File: config.mk
export PLATFORM = sky130hd
export DESIGN_NAME = vrf_rd_seq
export DESIGN_NICKNAME = d
export VERILOG_FILES = /design/src/rtl/vrf_rd_seq_pkg.sv /design/src/rtl/vrf_rd_seq_tagDelay.sv /design/src/rtl/vrf_rd_seq.sv
export SDC_FILE = /design/constraint.sdc
export NUM_CORES = 1
export LEC_CHECK = 0
export CORE_ASPECT_RATIO = 2
export CORE_MARGIN = 8
export CORE_UTILIZATION = 48
export DETAILED_ROUTE_END_ITERATION = 12
export PLACE_DENSITY = 0.74
export SLEW_MARGIN = 20
export SYNTH_ARGS = -nofsm -noshare
export SYNTH_HDL_FRONTEND = slang
export SYNTH_SLANG_ARGS = --single-unit
File: constraint.sdc
create_clock -name clk -period 1.9 [get_ports clk]
set_input_delay 0.19 -clock clk [delete_from_list [all_inputs] [get_ports clk]]
set_output_delay 0.19 -clock clk [all_outputs]
set_load 0.03 [all_outputs]
File: src/rtl/vrf_rd_seq_pkg.sv
// rtl/vrf_rd_seq_pkg.sv - shared types for the VRF read sequencer
package gatlingPkg;

  // Tag mask is sized for the widest supported bank count; users take the low BANK_COUNT bits.
  localparam int TAG_MASK_W = 16;

  typedef enum logic [1:0] {
    RD_IDLE,
    RD_ISSUE,
    RD_DRAIN
  } rdSeqState_t;

  typedef struct packed {
    logic                  valid;
    logic [TAG_MASK_W-1:0] mask;
    logic                  last;
  } rdSeqTag_t;

  function automatic int bankAddrWidth(input int addrWidth, input int bankCount);
    return addrWidth - $clog2(bankCount);
  endfunction

endpackage

File: src/rtl/vrf_rd_seq_tagDelay.sv
// rtl/vrf_rd_seq_tagDelay.sv - fixed-depth tag shift register with hold and clear
module tagDelay
  import gatlingPkg::*;
#(
  parameter int DEPTH = 5
) (
  input  logic      clk,
  input  logic      rst,
  input  logic      hold,
  input  rdSeqTag_t inTag,
  output rdSeqTag_t headTag,
  output logic      anyValid
);

  rdSeqTag_t stages [DEPTH];

  always_ff @(posedge clk) begin
    if (rst) begin
      for (int i = 0; i < DEPTH; i++) stages[i] <= '0;
    end else if (!hold) begin
      stages[0] <= inTag;
      for (int i = 1; i < DEPTH; i++) stages[i] <= stages[i-1];
    end
  end

  always_comb begin
    anyValid = 1'b0;
    for (int i = 0; i < DEPTH; i++) anyValid = anyValid | stages[i].valid;
  end

  assign headTag = stages[DEPTH-1];

endmodule

File: src/rtl/vrf_rd_seq.sv
// rtl/vrf_rd_seq.sv - vector-read sequencer driving the banked VRF read port
module vrf_rd_seq
  import gatlingPkg::*;
#(
  parameter int ADDR_WIDTH      = 7,
  parameter int BANK_COUNT      = 4,
  parameter int VL_WIDTH        = 8,
  parameter int RD_LATENCY      = 5,
  parameter int ENABLE_STALLING = 0
) (
  input  logic                                              clk,
  input  logic                                              rst,
  input  logic                                              stall,
  input  logic                                              cmdValid,
  output logic                                              cmdReady,
  input  logic [bankAddrWidth(ADDR_WIDTH, BANK_COUNT)-1:0]  cmdBaseRow,
  input  logic [VL_WIDTH-1:0]                               cmdVl,
  output logic [bankAddrWidth(ADDR_WIDTH, BANK_COUNT)-1:0]  rdAddr,
  output logic                                              rdAddrValid,
  output logic                                              outValid,
  output logic [BANK_COUNT-1:0]                             outMask,
  output logic                                              outLast,
  output logic                                              done
);

  localparam int BAW   = bankAddrWidth(ADDR_WIDTH, BANK_COUNT);
  localparam int LOG2B = $clog2(BANK_COUNT);

  rdSeqState_t          state;
  logic [VL_WIDTH:0]    rowsLeft;
  logic [LOG2B-1:0]     tailCnt;
  logic [BAW-1:0]       addrQ;
  logic                 addrValidQ;
  logic                 stallEff;
  logic                 accept;
  logic                 issueNow;
  logic                 lastRow;
  logic                 lineBusy;
  logic [VL_WIDTH:0]    vlRounded;
  logic [BANK_COUNT-1:0] rowMask;
  rdSeqTag_t            pushTag;
  rdSeqTag_t            headTag;
  logic                 unusedMaskHi;

  assign stallEff  = (ENABLE_STALLING != 0) && stall;
  assign cmdReady  = (state == RD_IDLE) && !rst && !stallEff;
  assign accept    = cmdValid && cmdReady;
  assign issueNow  = (state == RD_ISSUE) && !stallEff;
  assign lastRow   = (rowsLeft == (VL_WIDTH+1)'(1));
  // Extra carry bit keeps ceil() exact for vl near 2^VL_WIDTH.
  assign vlRounded = ({1'b0, cmdVl} + (VL_WIDTH+1)'(BANK_COUNT-1)) >> LOG2B;

  always_comb begin
    rowMask = '1;
    if (lastRow && (tailCnt != '0)) rowMask = ~({BANK_COUNT{1'b1}} << tailCnt);
  end

  always_comb begin
    pushTag       = '0;
    pushTag.valid = issueNow;
    pushTag.mask  = issueNow ? TAG_MASK_W'(rowMask) : '0;
    pushTag.last  = issueNow && lastRow;
  end

  // addrQ doubles as the row pointer; it stays on the final row once issue ends.
  always_ff @(posedge clk) begin
    if (rst) begin
      state      <= RD_IDLE;
      rowsLeft   <= '0;
      tailCnt    <= '0;
      addrQ      <= '0;
      addrValidQ <= 1'b0;
    end else if (!stallEff) begin
      case (state)
        RD_IDLE: begin
          if (accept) begin
            rowsLeft   <= vlRounded;
            tailCnt    <= cmdVl[LOG2B-1:0];
            addrQ      <= cmdBaseRow;
            addrValidQ <= (cmdVl != '0);
            state      <= (cmdVl != '0) ? RD_ISSUE : RD_DRAIN;
          end
        end
        RD_ISSUE: begin
          rowsLeft <= rowsLeft - 1'b1;
          if (lastRow) begin
            state      <= RD_DRAIN;
            addrValidQ <= 1'b0;
          end else begin
            addrQ <= addrQ + 1'b1;
          end
        end
        RD_DRAIN: begin
          if (!lineBusy) state <= RD_IDLE;
        end
        default: state <= RD_IDLE;
      endcase
    end
  end

  tagDelay #(
    .DEPTH(RD_LATENCY)
  ) uTagDelay (
    .clk     (clk),
    .rst     (rst),
    .hold    (stallEff),
    .inTag   (pushTag),
    .headTag (headTag),
    .anyValid(lineBusy)
  );

  assign rdAddr       = addrQ;
  assign rdAddrValid  = addrValidQ;
  assign outValid     = headTag.valid;
  assign outMask      = headTag.mask[BANK_COUNT-1:0];
  assign outLast      = headTag.last;
  assign done         = (state == RD_DRAIN) && !lineBusy && !stallEff && !rst;
  assign unusedMaskHi = ^(headTag.mask >> BANK_COUNT);

endmodule

==> results_dict.tcl <==
set metrics [dict create \
    final_common_cell "dfxtp_1" \
    syn_avg_cell_area_um2 9.558 \
    worstSetupEndpointType "flip-flop" \
    holdBufCountCts 0 \
    clock_skew_ns 0.007994 \
    relSlewSlack_pct 77.18 \
    hold_class "flip-flop to flip-flop" \
    syn_nets 236 \
    cp_max_fo 4 \
    r2r_start "rowsLeft[1]" \
    fillers 374 \
    finalNetCount 273 \
    final_hold_viol_count 0 \
    htreeDepth 2 \
    critPathBufInv 1 \
    cap_viol_max_count 0 \
    setup.worst_path.start "rowsLeft[1]" \
    leakage_nw 0.9864 \
    ys_ff_latch 49 \
    overflow 0 \
    clk_pin_slew_worst_paths_ns 0.10 \
    ys.warnings.count 0 \
    startpoint_type "flip-flop" \
    viasPerCell 5.370 \
    drive_above_1_share_pct 17.32 \
    numCtsBuffers 5 \
    drc_errors 0 \
    synth_ff_type "dfxtp_1" \
    clock-sinks 49 \
    cts_tree "yes" \
    area_delta_synth_final_pct 24.30 \
    crit_cells 6 \
    power_mw 2.150 \
    antenna_cells 0 \
    initial_utilization_pct 48.53 \
    rows 34 \
    clock_latency_ns 0.30 \
    drt_iter0_markers 39 \
    cpMaxStageDelayCell "or4b_2" \
    cts.repair.resized 0 \
    post-route-period-util_pct 93.61 \
    syn-cell-area_um2 2064 \
    crit_family "simple AND/OR/NAND/NOR gates" \
    grt_usage_pct 12.46 \
    final_cell_mix "49 x dfxtp_1, 27 x clkdlybuf4s50_1, 24 x nor2b_1, 20 x buf_4, 13 x nand2_1" \
    min_path_cells 1 \
    synthCells 216 \
    ff_latch_area_um2 980.9 \
    fmax_ghz 0.5622 \
    critPathCapture "rdAddr[2]" \
    worstSetupPathType "flip-flop to flip-flop" \
    path_cells "inv_1 > ha_1 > or4b_4 > nor2_1 > or4b_2 > a31oi_1" \
    fin_crit_ns 1.779 \
    synth-edff-count 0 \
    postCtsSetupBuffers 0 \
    hpwl_um 2952 \
    async_flop_share_pct 0 \
    r2r_end "rdAddr[2]" \
    die_x_um 62.38 \
    grt_max_degree 31 \
    drt_pre_antenna_iters 4 \
    antenna_found_initial 0 \
    dr_total_vias 1654 \
    worst_pin_slew_ns 0.3418 \
    clockRootBuffer "clkbuf_8" \
    totalWireLength_um 3916 \
    ir_drop_uv 667.7 \
    rr_worst_depth 6 \
    fin_tns_setup_ns 0 \
    grt_pass1_wl_um 7031 \
    rsz0062_at_grt "no" \
    final-setup-viol-count 0 \
    worstPathRequired_ns 2.14 \
    post-place-ws_ns 0.007412 \
    reg2reg_slack_ns 0.12 \
    multiInputGateArea_um2 987.2 \
    ctsLongestPathBuffers 2 \
    fin_util_pct 60.32 \
    dieArea_um2 6783 \
    cp_slowest_stage_delay_ns 0.64 \
    status "completed" \
    power.density_nw_per_um2 837.6 \
    min_from "uTagDelay.stages[0][38]" \
    place_congestion 0.8057 \
    core_area_um2 4254 \
    slew_violations 0 \
    arrival_ns 2.02 \
    wire_per_inst_um 12.71 \
    port_buffers 29 \
    ios 31 \
    seq_area_frac_synth_pct 47.52 \
    grt_pass1_vias 1624 \
    die_y_um 108.7 \
    yosysUniqueCellTypes 48 \
    ant_nets 0 \
    fin_ws_ns 0.1214 \
]
==> power by group <==
group / total, mW / switching (mW) / internal [mW] / leakage, nW
logic: 0.398 / 0.197 / 0.201 / 0.546
clock network: 0.631 / 0.363 / 0.268 / 0.0423
registers: 1.12 / 0.0416 / 1.08 / 0.399
==> cell type report <==
class                      instances  share of cell area (%)
clock buffer                       5                   2.682
clock inverter                     3                   1.024
inverter                           4                  0.5851
multi-input combinational        146                   38.47
sequential                        49                   38.23
tap                               54                   2.633
timing repair buffer              47                   16.38
==> cells in the mapped netlist, types with 2 or more instances <==
| cell | n | area [µm²] |
|---|---|---|
| a21o_1 | 2 | 15.01 |
| nor4_1 | 3 | 18.77 |
| nand2b_1 | 2 | 12.51 |
| xnor2_1 | 3 | 26.28 |
| a31oi_1 | 8 | 50.05 |
| or2_2 | 4 | 25.02 |
| xor2_1 | 3 | 26.28 |
| nand2_1 | 13 | 48.80 |
| inv_1 | 4 | 15.01 |
| o211ai_1 | 4 | 30.03 |
| nand3b_1 | 4 | 30.03 |
| or3_1 | 2 | 12.51 |
| o21ai_0 | 3 | 15.01 |
| a21oi_1 | 7 | 35.03 |
| a22oi_1 | 2 | 15.01 |
| clkbuf_1 | 8 | 30.03 |
| nor3b_1 | 3 | 22.52 |
| nor3_1 | 6 | 30.03 |
| buf_2 | 4 | 20.02 |
| a211oi_1 | 3 | 22.52 |
| nor2_1 | 12 | 45.04 |
| nand3_1 | 7 | 35.03 |
| o21a_1 | 2 | 15.01 |
| nor2b_1 | 24 | 150.1 |
| ha_1 | 3 | 37.54 |
| or4_1 | 3 | 22.52 |
| dfxtp_1 | 49 | 980.9 |
| buf_4 | 4 | 30.03 |
| or4b_2 | 2 | 20.02 |
| mux2_2 | 4 | 45.04 |
==> state kept, by name, summed over array words and instances (netlist names) <==
name	flops
rdAddrValid	1
state	2
uTagDelay.stages	30
rdAddr	5
tailCnt	2
rowsLeft	9
==> cells by family after synthesis <==
| logic type | count (synthesis) | share of synthesized area [%] |
|---|---|---|
| simple gates | 91 | 25.51 |
| fa+ha+maj | 3 | 1.818 |
| mux | 5 | 2.667 |
| buf+inv | 21 | 5.151 |
| compound gates | 41 | 14.79 |
| xor+xnor | 6 | 2.546 |
| flops | 49 | 47.52 |
==> metrics by stage <==
stage | cell area (µm²) | std cells | hold WS (ns)
floorplan | 2064 | 216 | 0.2890
global placement | 2461 | 300 | 0.4156
detailed placement | 2461 | 300 | 0.4228
CTS | 2556 | 308 | 0.4392
global route | 2566 | 308 | 0.4546
finish | 2566 | 308 | 0.4336
==> routing by layer <==
metal / vias up / GRT usage [%] / share of wire, %
met2: 49 / 20.77 / 48
met3: 7 / 3.395 / 6.0
met1: 767 / 14.21 / 44
met4: 0 / 6.732 / 2.0
li1: 831 / - / -
met5: - / 0 / 0
==> worst min-delay path by stage <==
| stage | to |
|---|---|
| 6_report | uTagDelay.stages[0][56] |
| 5_1_grt | uTagDelay.stages[0][56] |
| 4_1_cts | uTagDelay.stages[0][56] |
| 3_5_place_dp | uTagDelay.stages[0][56] |
| 3_3_place_gp | uTagDelay.stages[0][75] |
| 2_1_floorplan | tailCnt[1] |
Note: power is estimated with default switching activity, not from simulation.
